**src/rtl/clk_meas.sv**
```systemverilog
// Measures an asynchronous waveform in clk cycles: delay from start to the first
// clean rising edge, high time, low time and saturated period of one full cycle.
module clk_meas #(
    parameter int unsigned CNT_W       = 16,
    parameter int unsigned SYNC_STAGES = 2
) (
    input  logic             clk,
    input  logic             rst,
    input  logic             sig_in,
    input  logic             start,
    output logic             busy,
    output logic             done,
    output logic [CNT_W-1:0] phase_cyc,
    output logic [CNT_W-1:0] ton_cyc,
    output logic [CNT_W-1:0] toff_cyc,
    output logic [CNT_W-1:0] period_cyc,
    output logic             overflow
);

    typedef enum logic [2:0] {
        IDLE      = 3'd0,
        WAIT_RISE = 3'd1,
        MEAS_HIGH = 3'd2,
        MEAS_LOW  = 3'd3,
        FIN       = 3'd4
    } state_t;

    localparam logic [CNT_W-1:0] CNT_MAX = '1;
    localparam logic [CNT_W-1:0] CNT_ONE = CNT_W'(1);

    logic [SYNC_STAGES-1:0] r_sync;
    logic                   r_prev;
    state_t                 r_state;
    logic [CNT_W-1:0]       r_phase;
    logic [CNT_W-1:0]       r_high;
    logic [CNT_W-1:0]       r_low;
    logic                   r_busy;
    logic                   r_done;
    logic                   r_ovf;
    logic [CNT_W-1:0]       r_phase_out;
    logic [CNT_W-1:0]       r_ton_out;
    logic [CNT_W-1:0]       r_toff_out;
    logic [CNT_W-1:0]       r_period_out;

    logic                   w_sync;
    logic                   w_rise;
    logic                   w_fall;
    logic                   w_abort;
    logic [CNT_W:0]         w_sum;
    logic [CNT_W-1:0]       w_period;

    // Synchronizer chain plus one delayed copy for edge detection
    always_ff @(posedge clk) begin
        if (rst) begin
            r_sync <= '0;
            r_prev <= 1'b0;
        end else begin
            r_sync <= {r_sync[SYNC_STAGES-2:0], sig_in};
            r_prev <= w_sync;
        end
    end

    assign w_sync = r_sync[SYNC_STAGES-1];
    assign w_rise = w_sync & ~r_prev;
    assign w_fall = ~w_sync & r_prev;

    // A counter already at all-ones that would have to count again ends the run
    assign w_abort = ((r_state == WAIT_RISE) && !w_rise && (r_phase == CNT_MAX)) ||
                     ((r_state == MEAS_HIGH) && !w_fall && (r_high  == CNT_MAX)) ||
                     ((r_state == MEAS_LOW)  && !w_rise && (r_low   == CNT_MAX));

    assign w_sum    = {1'b0, r_high} + {1'b0, r_low};
    assign w_period = w_sum[CNT_W] ? CNT_MAX : w_sum[CNT_W-1:0];

    always_ff @(posedge clk) begin
        if (rst) begin
            r_state      <= IDLE;
            r_phase      <= '0;
            r_high       <= '0;
            r_low        <= '0;
            r_busy       <= 1'b0;
            r_done       <= 1'b0;
            r_ovf        <= 1'b0;
            r_phase_out  <= '0;
            r_ton_out    <= '0;
            r_toff_out   <= '0;
            r_period_out <= '0;
        end else begin
            r_done <= 1'b0;
            if (w_abort) begin
                r_state      <= FIN;
                r_busy       <= 1'b0;
                r_done       <= 1'b1;
                r_ovf        <= 1'b1;
                r_phase_out  <= CNT_MAX;
                r_ton_out    <= CNT_MAX;
                r_toff_out   <= CNT_MAX;
                r_period_out <= CNT_MAX;
            end else begin
                case (r_state)
                    IDLE: begin
                        if (start) begin
                            r_state <= WAIT_RISE;
                            r_phase <= '0;
                            r_busy  <= 1'b1;
                        end
                    end
                    WAIT_RISE: begin
                        if (w_rise) begin
                            r_state <= MEAS_HIGH;
                            r_high  <= CNT_ONE;
                        end else begin
                            r_phase <= r_phase + CNT_ONE;
                        end
                    end
                    MEAS_HIGH: begin
                        if (w_fall) begin
                            r_state <= MEAS_LOW;
                            r_low   <= CNT_ONE;
                        end else begin
                            r_high <= r_high + CNT_ONE;
                        end
                    end
                    MEAS_LOW: begin
                        if (w_rise) begin
                            r_state      <= FIN;
                            r_busy       <= 1'b0;
                            r_done       <= 1'b1;
                            r_ovf        <= 1'b0;
                            r_phase_out  <= r_phase;
                            r_ton_out    <= r_high;
                            r_toff_out   <= r_low;
                            r_period_out <= w_period;
                        end else begin
                            r_low <= r_low + CNT_ONE;
                        end
                    end
                    FIN: begin
                        r_state <= IDLE;
                    end
                    default: begin
                        r_state <= IDLE;
                        r_busy  <= 1'b0;
                    end
                endcase
            end
        end
    end

    assign busy       = r_busy;
    assign done       = r_done;
    assign overflow   = r_ovf;
    assign phase_cyc  = r_phase_out;
    assign ton_cyc    = r_ton_out;
    assign toff_cyc   = r_toff_out;
    assign period_cyc = r_period_out;

endmodule

```
**config.mk**
```make
export PLATFORM = sky130hd
export DESIGN_NAME = clk_meas
export DESIGN_NICKNAME = d
export VERILOG_FILES = /design/src/rtl/clk_meas.sv
export SDC_FILE = /design/constraint.sdc
export NUM_CORES = 1
export LEC_CHECK = 0
export BUFFER_PORTS_ARGS = -buffer_cell sky130_fd_sc_hd__buf_2
export CAP_MARGIN = 40
export CORE_ASPECT_RATIO = 1.1
export CORE_MARGIN = 1
export CORE_UTILIZATION = 50
export CTS_CLUSTER_SIZE = 10
export DETAILED_ROUTE_END_ITERATION = 12
export PLACE_DENSITY_LB_ADDON = 0.3
export SLEW_MARGIN = 25
export SYNTH_ARGS = -nofsm -noshare
export SYNTH_HDL_FRONTEND = slang
export SYNTH_SLANG_ARGS = --single-unit
```
**constraint.sdc**
```tcl
create_clock -name clk -period 5.9 [get_ports clk]
set_input_delay 1.77 -clock clk [delete_from_list [all_inputs] [get_ports clk]]
set_output_delay 1.77 -clock clk [all_outputs]
set_load 0.1 [all_outputs]
```
### Yosys cells after proc, flatten, opt, wreduce, memory -nomap -nowiden

Cells that the tools add are included.

| storage, ports and cells | value |
|---|---|
| register bits after elaboration | 121 |
| output and inout port bits | 67 |
| word-level logic and storage cells | 103 |

| operators by class | value |
|---|---|
| bitwise operators | 6 |
| equal/unequal tests | 18 |
| add/subtract/negate cells | 4 |
| reductions and logical operators | 25 |
| muxes and demuxes | 36 |

Operators with widths:

| cell | count |
|---|---|
| $mux 16 | 19 |
| $pmux 16 s2 | 3 |
| $add 16x1->16 const B | 3 |
| $eq 16x16->1 const B | 3 |
| $reduce_and 4->1 | 5 |
| $add 16x16->17 | 1 |
| $mux 3 | 5 |
| $ne 2x2->1 const B | 7 |
| $ne 3x3->1 const B | 4 |
| $pmux 3 s4 | 1 |
| $reduce_bool 2->1 | 5 |
| $mux 1 | 7 |
| $eq 3x2->1 const B | 2 |
| $logic_and 1x1->1 | 6 |
| $not 1->1 | 4 |
| $eq 3x1->1 const B | 1 |
| $eq 3x3->1 const B | 1 |
| $logic_not 3->1 | 1 |
| $pmux 1 s3 | 1 |
| $reduce_and 3->1 | 1 |
| $reduce_or 3->1 | 1 |
| $and 1x1->1 | 2 |
| $logic_not 1->1 | 2 |
| $logic_or 1x1->1 | 2 |
| 2 further kinds | 2 |

### Logic depth before layout (Yosys ltp)

Gate-level depths: netlist of the first run.

| depth | value |
|---|---|
| depth in word-level cells | 9 |
| mapped depth | 10 |
| gate-level depth less buffers | 8 |

### Worst setup path after synthesis of the first run

Ideal clock, no wire load.

| timing | value |
|---|---|
| kind | input to register |
| from | in start |
| to | reg r_phase[1] |
| setup time | 0.071 ns |
| stages on the path | 6 |
| data arrival time | 2.897 ns |
| path buffers | 2 |
| setup slack | 2.933 ns |
| cells stage by stage | o21ai_0 > nand2b_1 > clkbuf_1 > clkbuf_1 > o21ai_0 > a21oi_1 |

| between the ends | value |
|---|---|
| cells in the longest elaborated chain, start to end | 2 |

Ends and longest elaborated chain:

| element | line | RTL |
|---|---|---|
| start, declared | 10 | `input logic start,` |
| $ne 2x2->1 (no line) | n/a |  |
| $reduce_and 4->1 (no line) | n/a |  |
| end signal, assigned | 113 | `r_phase <= r_phase + CNT_ONE;` |
| end, declared | 34 | `logic [CNT_W-1:0] r_phase;` |

No other way between the ends.
A chain may end at the register's enable or synchronous reset.

### Worst setup path after layout of the first run

| timing | value |
|---|---|
| from | reg r_high[0] |
| to | reg r_period_out[14], in the netlist period_cyc[14] |

| between the ends | value |
|---|---|
| cells in the longest elaborated chain, start to end | 6 |
| elaborated cells between the ends (all ways) | 12 |
| classes of those cells | 1 x add/sub; 1 x eq/ne; 4 x mux; 6 x reduce/logical |

Ends and longest elaborated chain:

| element | line | RTL |
|---|---|---|
| start, declared | 35 | `logic [CNT_W-1:0] r_high;` |
| start signal, assigned | 121 | `r_high <= r_high + CNT_ONE;` |
| parallel branches: the longest is 6 deep, another holds $add 16x16->17 | n/a |  |
| end signal, assigned | 133 | `r_period_out <= w_period;` |
| end, declared | 43 | `logic [CNT_W-1:0] r_period_out;` |

Parallel ways; which one is timed is not known. The select of a mux whose other input is x is not followed.

==> key figures, run 1 <==
Status
  – Result of the run: completed

Synthesis
  – Share of cell area taken by muxes after synthesis: 0.00169
  – Warning count from the yosys run: 0
  – Cells after Synth: 712
  – Simple-gate share of the synthesized area: 0.313
  – Sequential cell area fraction in the yosys report: 0.408
  – Avg Cell Area, Syn: 8.34 sq um
  – Total nets after synthesis: 736
  – Most area-hungry cell type in the Yosys netlist: dfxtp_1
  – XOR/XNOR share of the synthesized area: 0.0207
  – Area share of the largest cell type after synthesis: 0.408
  – Adder and majority cell fraction of the synthesized area: 0.0434
  – Top cells by area, synth: dfxtp_1 41%, nor3_1 8.6%, a21oi_1 4.9%, nor2_1 4.8%, ha_1 4.0%
  – Number of distinct standard cells referenced by the synthesized netlist: 68
  – Most instantiated flip-flop cell in the synthesis netlist: dfxtp_1
  – Compound-gate portion of the synthesized area: 0.171
  – Register bit count reported by yosys: 121
  – Number of synthesized flops with an enable pin: 0
  – Combinational family with the most area after synthesis: simple AND/OR/NAND/NOR gates
  – Share of synthesized flip-flops with an asynchronous set or reset: 0
  – Cell Area, Synth: 0.00594 sq mm

STA
  – Maximum clock frequency: 336 MHz
  – PnR worst setup slack: 2.92 ns
  – Count of endpoints failing setup in the final report: 0
  – Setup TNS Final: 0 ns
  – Final setup skew: 0.00641 ns
  – Final period utilization: 0.505
  – Final hold violation count: 0
  – Min Tclk post-route: 2.98 ns
  – Relative max-transition margin: 0.476
  – Setup repair after global routing missed its margin: false
  – Max Slew Vio Count: 0
  – Slew at the pin closest to its max-slew limit: 0.787 ns

Setup path
  – Req. time, crit path: 6.20 ns
  – Critical path capture point type: flop
  – Critical path peak fanout: 15
  – Critical path cell sequence: ha_1, fa_1, a21o_1, a221oi_2, o221ai_1, a41o_1, o221a_2
  – Data arrival time at the worst-slack endpoint: 3.28 ns
  – Critical Setup Path Class: reg -> reg
  – Worst-path cell with the longest stage delay: a41o_1
  – Element type at the critical path start: flop
  – Largest stage delay, worst path: 0.51 ns

GRT
  – Global-route wire length before repair: 24.6 mm
  – Via count of the first global-routing pass: 5103
  – Combined global-route utilization of all metal layers: 0.250
  – Pin count of the biggest net entering global routing: 79
  – Remaining global-route overflow: 0
  – Initial antenna violation count: 0

Floorplan
  – Die footprint: 0.0123 sq mm
  – Die span in y: 116 microns
  – Die X-Extent: 106 microns
  – Number of placed I/O pins: 71
  – Count of standard-cell rows: 41
  – Core area: 0.0115 sq mm
  – Starting density of the core: 0.514

Clock tree
  – Clock latency of the later-clocked register in the worst-skew pair: 0.42 ns
  – Clock transition at the registers of the reported paths: 0.05 ns
  – Library cell used as clock root buffer: clkbuf_16
  – CTS H-tree depth: 4
  – Quantity of gates resized following cts: 0
  – Post-CTS setup buffer count: 0
  – Number of buffers created by CTS: 17
  – Num Clock Sinks: 121
  – Clock tree from TritonCTS: done
  – CTS max path bufs: 2
  – Number of hold buffers added after cts: 0

Route
  – Sum of routed wire length over all layers: 15.1 mm
  – Number of design-rule violations left by the first detailed-router iteration: 341
  – Final routed wire length divided by cell count: 16.3 microns
  – Number of vias after detailed routing: 5583
  – First-pass iteration count of the detailed router: 5
  – Detailed-route DRC error count: 0
  – Average vias per placed instance: 6.03
  – ANT nets after route: 0

Worst hold path
  – Class of the tightest hold or removal check: reg -> reg

Placed design
  – Gpl congestion: 0.910
  – Input/output buffers: 70
  – Setup slack at placement: 2.52 ns
  – HPWL after detailed placement: 10.1 mm

Cells and area
  – Net count of the finished layout: 787
  – Utilization of the core after routing: 0.597
  – ANT cells: 0
  – Number of fill cells: 1048
  – Share of layout cells above drive strength 1: 0.179
  – Syn-to-layout area delta: 16.0%

Power and ir drop
  – Total power density per cell area: 269 mW/mm^2
  – Leakage: 2.83 nW
  – Peak supply drop: 162 uV

Run
  – Max-cap violation count: 0
registers in the layout, summed over array words and instances, names as in the netlist:
name	cells
period_cyc	16
r_phase	16
r_sync	2
overflow	1
r_low	16
r_state	3
phase_cyc	16
ton_cyc	16
r_high	16
busy	1
toff_cyc	16
done	1
r_prev	1
worst paths after layout:
path | slack [ns] | start | to | cells after the start
setup / recovery | 2.92 | r_high[0] | period_cyc[14] | 7
hold / removal | 0.45 | r_sync[0] | r_sync[1] | 1
setup reg to reg | 2.92 | r_high[0] | period_cyc[14] | 7
hold reg to reg | 0.45 | r_sync[0] | r_sync[1] | 1
power breakdown:
part / internal [W] / leakage, nW / switching [W] / total, W
clock network: 0.000586 / 0.258 / 0.000380 / 0.000966
logic: 0.0000151 / 1.59 / 0.0000462 / 0.0000613
registers: 0.000822 / 0.976 / 0.00000665 / 0.000829
critical path: cells and delay by family, from the launching register on:
| family | cells | cell delay [ns] |
|---|---|---|
| flops | 1 | 0.39 |
| fa+ha+maj | 2 | 0.68 |
| compound gates | 5 | 1.81 |
logic make-up after synthesis:
logic type               after synthesis
AND/OR/NAND/NOR                      351
AO/OA/AOI/OAI                        151
flip-flops                           121
buffers and inverters                 54
adder cells (fa/ha/maj)               20
XOR/XNOR                              14
multiplexers                           1
routing by layer:
metal	vias up	global-route usage	wire (microns)
met5	-	0	0
met4	0	0.110	350
met3	31	0.0474	648
met2	156	0.422	7200
met1	2631	0.314	6890
li1	2765	-	-
synth_stat cells (2+ instances only):
cell type  instances
o41ai_1            3
or4_1             15
a21o_1             5
ha_1              19
clkbuf_1          26
o311ai_0           2
a31oi_1            2
o221ai_1           2
a31o_2             5
nor4_1             5
and2b_1            3
and4_1             6
nand4_1           13
nand4b_1           4
nand3_1           26
nor3_1           102
buf_4              8
a21oi_1           58
o21ai_0           25
o31ai_1           11
nand2b_1           7
o211ai_1           4
nor2_1            76
xnor2_1           10
nand4_2            2
and2_1             3
nand2_1           40
o221a_2           14
nor2b_1            8
buf_2              9
dfxtp_1          121
o21a_1             5
and3_1            10
o2111ai_1          2
inv_1              7
xor2_1             4
or3_1             19
placed cells by master, fill, tap and decap left out, types with 13 or more instances in the layout:
cell | Yosys | routed
a21oi_1 | 58 | 58
or3_1 | 19 | 18
or4_1 | 15 | 15
dfxtp_1 | 121 | 121
o21ai_0 | 25 | 25
nor3_1 | 102 | 102
nand4_1 | 13 | 13
ha_1 | 19 | 19
o221a_2 | 14 | 14
buf_2 | 9 | 70
clkbuf_16 | 0 | 17
nand2_1 | 40 | 40
nor2_1 | 76 | 75
nand3_1 | 26 | 26
metrics by stage:
| step | hold slack [ns] | power [W] | area, sq um | cells |
|---|---|---|---|---|
| after floorplan | 0.414 | 0.000892 | 5940 | 712 |
| after global placement | 0.436 | 0.000902 | 6290 | 890 |
| after detailed placement | 0.441 | 0.000905 | 6320 | 892 |
| after CTS | 0.452 | 0.00187 | 6870 | 924 |
| after global routing | 0.466 | 0.00191 | 6890 | 926 |
| final | 0.446 | 0.00186 | 6890 | 926 |
final cells by class:
class | count | area, sq um | share of cell area
timing repair buffer | 78 | 430 | 0.0625
clock inverter | 12 | 101 | 0.0147
inverter | 8 | 30.0 | 0.00436
multi-input combinational | 537 | 3270 | 0.475
sequential | 121 | 2420 | 0.352
clock buffer | 20 | 447 | 0.0649
tap | 150 | 188 | 0.0272
Power figures use the tool's default switching activity.
==> run 2: changes to the inputs <==
--- a/config.mk
+++ b/config.mk
@@ -5,6 +5,7 @@
 export SDC_FILE = /design/constraint.sdc
 export NUM_CORES = 1
 export LEC_CHECK = 0
+export ABC_AREA = 1
 export BUFFER_PORTS_ARGS = -buffer_cell sky130_fd_sc_hd__buf_2
 export CAP_MARGIN = 40
 export CORE_ASPECT_RATIO = 1.1
==> constraint.sdc (replaced) <==
create_clock -name clk -period 2.65 [get_ports clk]
set_input_delay 0.795 -clock clk [delete_from_list [all_inputs] [get_ports clk]]
set_output_delay 0.795 -clock clk [all_outputs]
set_load 0.1 [all_outputs]
==> run 2 against run 1 <==
Effect of this change: non-clock buffer count is 1 higher; critical path depth is 3 higher; sequential share of layout area shrank 4.7 points; die area rose by 15%; synthesized cell count increased by 50%; first-iteration DRC count up 33%; sequential power rose by 140%; flip-flop and latch count did not move; core utilization barely moved; final cell count rose by 43%; critical endpoint is now period_cyc[11]; largest power group unchanged; highest routed layer unchanged.
==> key figures, run 2 <==
Status
  – Result of the run: completed

STA
  – Relative max-transition margin: 0.573 (+0.0972)
  – Final hold violation count: 0 (unchanged)
  – Maximum clock frequency: 437 MHz (+30%)
  – PnR worst setup slack: 0.359 ns (-2.56 ns)
  – Final period utilization: 0.864 (+0.360)
  – Final setup skew: 0.00887 ns (+0.00246 ns)
  – Min Tclk post-route: 2.29 ns (-0.687 ns)
  – Setup repair after global routing missed its margin: false
  – Count of endpoints failing setup in the final report: 0 (unchanged)
  – Setup TNS Final: 0 ns (unchanged)
  – Max Slew Vio Count: 0 (unchanged)
  – Slew at the pin closest to its max-slew limit: 0.640 ns (-0.147 ns)
  – Hold Slack: 0.404 ns (-0.0418 ns)

Route
  – Number of design-rule violations left by the first detailed-router iteration: 453 (+33%)
  – Detailed-route DRC error count: 0 (unchanged)
  – First-pass iteration count of the detailed router: 5 (unchanged)
  – Highest routed metal layer: met4
  – Post-Route M1 WL: 7.90 mm (+15%)
  – Final routed wire length divided by cell count: 13.2 microns (-19%)
  – Average vias per placed instance: 5.06 (-16%)
  – ANT nets after route: 0 (unchanged)
  – Sum of routed wire length over all layers: 17.4 mm (+15%)
  – Number of vias after detailed routing: 6682 (+20%)
  – Sum of met2 wire segment lengths after detailed routing: 8.13 mm (+13%)
  – Met3 WL: 795 microns (+23%)

Clock tree
  – Post-CTS setup buffer count: 0 (unchanged)
  – CTS max path bufs: 2 (unchanged)
  – Clock transition at the registers of the reported paths: 0.06 ns (about the same)
  – CTS H-tree depth: 4 (unchanged)
  – Clock latency of the later-clocked register in the worst-skew pair: 0.43 ns (about the same)
  – Library cell used as clock root buffer: clkbuf_16
  – Number of hold buffers added after cts: 0 (unchanged)
  – Clock tree from TritonCTS: done
  – Number of buffers created by CTS: 17 (unchanged)
  – Num Clock Sinks: 121 (unchanged)
  – Quantity of gates resized following cts: 0 (unchanged)

GRT
  – Via count of the first global-routing pass: 6076 (+19%)
  – Remaining global-route overflow: 0 (unchanged)
  – Combined global-route utilization of all metal layers: 0.259 (+0.00858)
  – Initial antenna violation count: 0 (unchanged)
  – Pin count of the biggest net entering global routing: 99 (+25%)
  – Global-route wire length before repair: 29.2 mm (+19%)

Cells and area
  – Register area: 0.00242 sq mm (unchanged)
  – Share of layout cells above drive strength 1: 0.124 (-0.0551)
  – Syn-to-layout area delta: 15.7%
  – Number of fill cells: 1307 (+25%)
  – Net count of the finished layout: 1148 (+46%)
  – Leading cell type in the layout, fill and taps excluded: nand2_1
  – Multi-input gate area: 0.00382 sq mm (+17%)
  – ANT cells: 0 (unchanged)
  – Commonest cells after routing, fill and taps aside: 327 x nand2_1, 140 x nor2_1, 121 x dfxtp_1

Placed design
  – Setup slack at placement: 0.367 ns (-2.15 ns)
  – HPWL after detailed placement: 12.2 mm (+20%)
  – Input/output buffers: 70 (unchanged)
  – Gpl congestion: 0.917 (+0.80%)

Synthesis
  – Simple-gate share of the synthesized area: 0.357 (+0.0447)
  – Cells after Synth: 1065 (+50%)
  – Warning count from the yosys run: 0 (unchanged)
  – Library cell with the highest instance count after synthesis: nand2_1
  – Most area-hungry cell type in the Yosys netlist: dfxtp_1
  – Share of cell area taken by muxes after synthesis: 0.0117 (+0.00997)
  – Sequential cell area fraction in the yosys report: 0.353 (-0.0554)
  – Cell Area, Synth: 0.00687 sq mm (+16%)
  – Share of synthesized flip-flops with an asynchronous set or reset: 0 (unchanged)
  – Register bit count reported by yosys: 121 (unchanged)
  – Total nets after synthesis: 1089 (+48%)
  – Most instantiated flip-flop cell in the synthesis netlist: dfxtp_1
  – Top cells by area, synth: dfxtp_1 35%, nand2_1 18%, a21oi_1 8.5%, nor2_1 7.7%, inv_1 6.1%
  – Compound-gate portion of the synthesized area: 0.114 (-0.0567)
  – Avg Cell Area, Syn: 6.45 sq um (-23%)
  – Number of synthesized flops with an enable pin: 0 (unchanged)
  – Adder and majority cell fraction of the synthesized area: 0.0375 (-0.00589)
  – Commonest cells in the netlist: 327 x nand2_1, 140 x nor2_1, 121 x dfxtp_1, 116 x a21oi_1, 111 x inv_1
  – XOR/XNOR share of the synthesized area: 0.0344 (+0.0138)
  – Combinational family with the most area after synthesis: simple AND/OR/NAND/NOR gates
  – Number of distinct standard cells referenced by the synthesized netlist: 35 (-49%)
  – Area share of the largest cell type after synthesis: 0.353 (-0.0554)

Floorplan
  – Starting density of the core: 0.515 (+0.00124)
  – Die footprint: 0.0142 sq mm (+15%)
  – Die X-Extent: 114 microns (+7.4%)
  – Count of standard-cell rows: 44 (+7.3%)
  – Die span in y: 125 microns (+7.4%)
  – Core area: 0.0133 sq mm (+15%)
  – Number of placed I/O pins: 71 (unchanged)

Setup path
  – Req. time, crit path: 2.97 ns (-3.23 ns)
  – Element type at the critical path start: flop
  – Critical path peak fanout: 19 (+4)
  – Worst R2R Path Depth: 10 (+3)
  – Critical path capture point type: flop
  – Data arrival time at the worst-slack endpoint: 2.61 ns (-0.67 ns)
  – Critical Setup Path Class: reg -> reg

Worst hold path
  – Hold Path Cell Cnt: 2 (+1)
  – Class of the tightest hold or removal check: reg -> reg

Run
  – Max-cap violation count: 0 (unchanged)

Power and ir drop
  – Peak supply drop: 649 uV (+300%)
  – Leakage: 3.43 nW (+21%)
  – Total power density per cell area: 717 mW/mm^2 (+170%)
run 2: changes by cell type in the layout (fill, tap and decap cells not counted), moves of 18 or more:
cell	delta
nand2_1	+287
inv_1	+104
nor3_1	-83
nor2_1	+65
a21oi_1	+58
nand3_1	+23
or3_1	-18
xor2_1	+18
run 2: worst max-delay path, cell delays in order (launching register included):
cell     delay, ns
dfxtp_1       0.38
ha_1          0.28
nand2_1       0.11
nor2_1        0.07
and2_1        0.19
nand2_2       0.16
nand3_2       0.31
nor2_4        0.45
nand2_1       0.10
nand2_1       0.08
nor2_1        0.04
run 2: power by group:
group	internal (W)	total [W]	switching, W
sequential	0.00190	0.00202	0.000118
clock	0.00148	0.00236	0.000888
combinational	0.000326	0.00131	0.000988
total	0.00371	0.00570	0.00199
run 2: worst paths after layout:
check                    to       from  slack, ns
max          period_cyc[11]  r_high[0]       0.36
min               r_sync[1]  r_sync[0]       0.40
max reg2reg  period_cyc[11]  r_high[0]       0.36
min reg2reg       r_sync[1]  r_sync[0]       0.40
run 2: cell families after synthesis:
family	Yosys count
AOI/OAI and AO/OA	154
adders and majority gates	20
xor gates and xnor gates	27
muxes	8
and+or+nand+nor	581
buffers and inverters	154
DFF	121
run 2: layout make-up:
class	count	share of cell area
clock buffer	17	0.0535
sequential	121	0.305
inverter	115	0.0543
timing repair buffer	79	0.0557
clock inverter	15	0.0220
multi-input combinational	790	0.480
tap	184	0.0290
run 2: metal layers:
metal / vias to the layer above / GRT usage
li1: 3489 / -
met1: 2986 / 0.325
met2: 173 / 0.420
met3: 34 / 0.0526
met4: 0 / 0.128
met5: - / 0
run 2: stage by stage:
stage	instances	cell area, sq um	total power, W	util
after floorplan	1065	6870	0.00308	-
after global placement	1289	7340	0.00336	0.551
after detailed placement	1289	7340	0.00336	0.551
after CTS	1321	7950	0.00572	0.596
after global routing	1321	7950	0.00596	0.596
final	1321	7950	0.00570	0.596
==> run 3: changes to the inputs <==
--- a/config.mk
+++ b/config.mk
@@ -13,7 +13,7 @@
 export CORE_UTILIZATION = 50
 export CTS_CLUSTER_SIZE = 10
 export DETAILED_ROUTE_END_ITERATION = 12
-export PLACE_DENSITY_LB_ADDON = 0.3
+export PLACE_DENSITY = 0.75
 export SLEW_MARGIN = 25
 export SYNTH_ARGS = -nofsm -noshare
 export SYNTH_HDL_FRONTEND = slang
==> constraint.sdc (replaced) <==
create_clock -name clk -period 2.8 [get_ports clk]
set_input_delay 0.84 -clock clk [delete_from_list [all_inputs] [get_ports clk]]
set_output_delay 0.84 -clock clk [all_outputs]
set_load 0.1 [all_outputs]
==> run 3 against run 2 <==
Effect of this change: final cell count is 0.30% lower; setup slack improved by 0.18 ns; clock power decreased by 13%; critical path type unchanged; critical endpoint is now period_cyc[3]; highest routed layer unchanged.
==> key figures, run 3 (synthesized netlist as in run 2, its figures left out) <==
Route
  – Number of design-rule violations left by the first detailed-router iteration: 424 (-6.4%)
  – ANT nets after route: 0 (unchanged)
  – Average vias per placed instance: 5.01 (-0.88%)
  – First-pass iteration count of the detailed router: 5 (unchanged)
  – Final routed wire length divided by cell count: 13.0 microns (-1.3%)
  – Sum of routed wire length over all layers: 17.1 mm (-1.6%)
  – Number of vias after detailed routing: 6603 (-1.2%)
  – Detailed-route DRC error count: 0 (unchanged)

Clock tree
  – Num Clock Sinks: 121 (unchanged)
  – Clock latency of the later-clocked register in the worst-skew pair: 0.42 ns (about the same)
  – CTS H-tree depth: 4 (unchanged)
  – Post-CTS setup buffer count: 0 (unchanged)
  – Library cell used as clock root buffer: clkbuf_16
  – CTS max path bufs: 2 (unchanged)
  – Number of hold buffers added after cts: 0 (unchanged)
  – Number of buffers created by CTS: 17 (unchanged)
  – Quantity of gates resized following cts: 0 (unchanged)
  – Clock tree from TritonCTS: done
  – Clock transition at the registers of the reported paths: 0.06 ns (about the same)

Floorplan
  – Count of standard-cell rows: 44 (unchanged)
  – Number of placed I/O pins: 71 (unchanged)
  – Die X-Extent: 114 microns (unchanged)
  – Die span in y: 125 microns (unchanged)
  – Core area: 0.0133 sq mm (unchanged)
  – Die footprint: 0.0142 sq mm (unchanged)
  – Starting density of the core: 0.515 (unchanged)

GRT
  – Remaining global-route overflow: 0 (unchanged)
  – Combined global-route utilization of all metal layers: 0.252 (-0.00662)
  – Via count of the first global-routing pass: 5978 (-1.6%)
  – Global-route wire length before repair: 28.7 mm (-1.9%)
  – Pin count of the biggest net entering global routing: 99 (unchanged)
  – Initial antenna violation count: 0 (unchanged)

Setup path
  – Startpoint of the most critical setup path: r_high[0]
  – Reg2reg setup slack: 0.54 ns (+0.18 ns)
  – Element type at the critical path start: flop
  – Req. time, crit path: 3.12 ns (+0.15 ns)
  – Largest stage delay, worst path: 0.44 ns (about the same)
  – Critical path cell sequence: ha_1, nand2_1, nor2_1, and2_1, nand2_2, nand3_2, nor2_4, nand2_1, nand2_1, nor2_1
  – Top Family by Delay on Critical Path: simple AND/OR/NAND/NOR gates
  – Levels on crit path: 10 (unchanged)
  – Worst R2R Path Depth: 10 (unchanged)
  – CP bufs+invs: 0 (unchanged)
  – Reg-to-Reg Start: r_high[0]
  – Crit path top cell by count: nand2_1
  – Data arrival time at the worst-slack endpoint: 2.58 ns (-0.03 ns)
  – Critical path capture point type: flop
  – Critical Setup Path Class: reg -> reg
  – RR Endpoint: period_cyc[3]
  – Critical path peak fanout: 19 (unchanged)
  – Worst-path cell with the longest stage delay: nor2_4

Worst hold path
  – Terminating pin of the worst hold path: r_sync[1]
  – Hold Path Cell Cnt: 2 (unchanged)
  – Class of the tightest hold or removal check: reg -> reg
  – HP Start: r_sync[0]

STA
  – Slew at the pin closest to its max-slew limit: 0.665 ns (+0.0252 ns)
  – Setup repair after global routing missed its margin: false
  – Final setup skew: 0.00779 ns (-0.00109 ns)
  – Final period utilization: 0.808 (-0.0569)
  – Maximum clock frequency: 442 MHz (+1.3%)
  – Final hold violation count: 0 (unchanged)
  – Relative max-transition margin: 0.556 (-0.0168)
  – Setup TNS Final: 0 ns (unchanged)
  – Min Tclk post-route: 2.26 ns (-0.0296 ns)
  – PnR worst setup slack: 0.539 ns (+0.180 ns)
  – Max Slew Vio Count: 0 (unchanged)
  – Count of endpoints failing setup in the final report: 0 (unchanged)

Placed design
  – Gpl congestion: 0.918 (about the same)
  – Input/output buffers: 70 (unchanged)
  – Setup slack at placement: 0.547 ns (+0.180 ns)
  – Placed Cells: 1285 (-0.31%)
  – HPWL after detailed placement: 12.0 mm (-1.3%)

Power and ir drop
  – Leakage: 3.38 nW (-1.3%)
  – Peak supply drop: 461 uV (-29%)
  – Total chip power: 0.00518 W (-9.1%)
  – Total power density per cell area: 658 mW/mm^2 (-8.3%)

Cells and area
  – Non-filler cells in the finished layout: 1317 (-0.30%)
  – Share of layout cells above drive strength 1: 0.118 (-0.00574)
  – Leading cell type in the layout, fill and taps excluded: nand2_1
  – Commonest cells after routing, fill and taps aside: 327 x nand2_1, 140 x nor2_1, 121 x dfxtp_1
  – Syn-to-layout area delta: 14.6%
  – Net count of the finished layout: 1144 (-0.35%)
  – ANT cells: 0 (unchanged)

Status
  – Result of the run: completed

Run
  – Max-cap violation count: 0 (unchanged)
-- run 3: changes by cell type in the layout (fill, tap and decap cells not counted) --
cell / change
inv_6: -1
clkbuf_1: +3
clkinv_4: -1
clkinv_2: -2
clkbuf_8: +2
bufinv_16: -2
buf_4: -4
clkinvlp_4: +1
-- run 3: layout make-up --
| type | count | area (sq um) |
|---|---|---|
| clock buffer | 22 | 464 |
| clock inverter | 10 | 95.1 |
| fill | 1334 | 5450 |
| inverter | 115 | 432 |
| multi-input combinational | 790 | 3820 |
| sequential | 121 | 2420 |
| tap | 184 | 230 |
| timing repair buffer | 75 | 413 |
-- run 3: how the worst max path moves through the flow --
stage	endpoint	slack [ns]
after floorplan	period_cyc[10]	0.87
after global placement	period_cyc[15]	0.60
after detailed placement	period_cyc[3]	0.55
after CTS	period_cyc[3]	0.54
after global routing	period_cyc[2]	0.27
final	period_cyc[3]	0.54
-- run 3: per-layer routing --
| layer | wire length, microns | vias to the layer above | global-route usage |
|---|---|---|---|
| li1 | - | 3487 | - |
| met1 | 7920 | 2960 | 0.324 |
| met2 | 8120 | 136 | 0.414 |
| met3 | 723 | 20 | 0.0540 |
| met4 | 334 | 0 | 0.0906 |
| met5 | 0 | - | 0 |
-- run 3: power breakdown --
group	switching (W)	internal (W)	leakage, nW
combinational	0.000911	0.000293	2.15
sequential	0.000117	0.00180	0.976
clock	0.000793	0.00126	0.259
-- run 3: tightest hold or removal path, delay by kind of cell (launching register included) --
family / cells / cell delay [ns]
flops: 1 / 0.29
simple gates: 1 / 0.04
buf+inv: 1 / 0.05
-- run 3: metrics by stage --
stage / cell area [sq um] / hold slack (ns) / utilization
after floorplan: 6870 / 0.388 / -
after global placement: 7310 / 0.408 / 0.549
after detailed placement: 7310 / 0.402 / 0.549
after CTS: 7870 / 0.425 / 0.591
after global routing: 7870 / 0.433 / 0.591
final: 7870 / 0.421 / 0.591
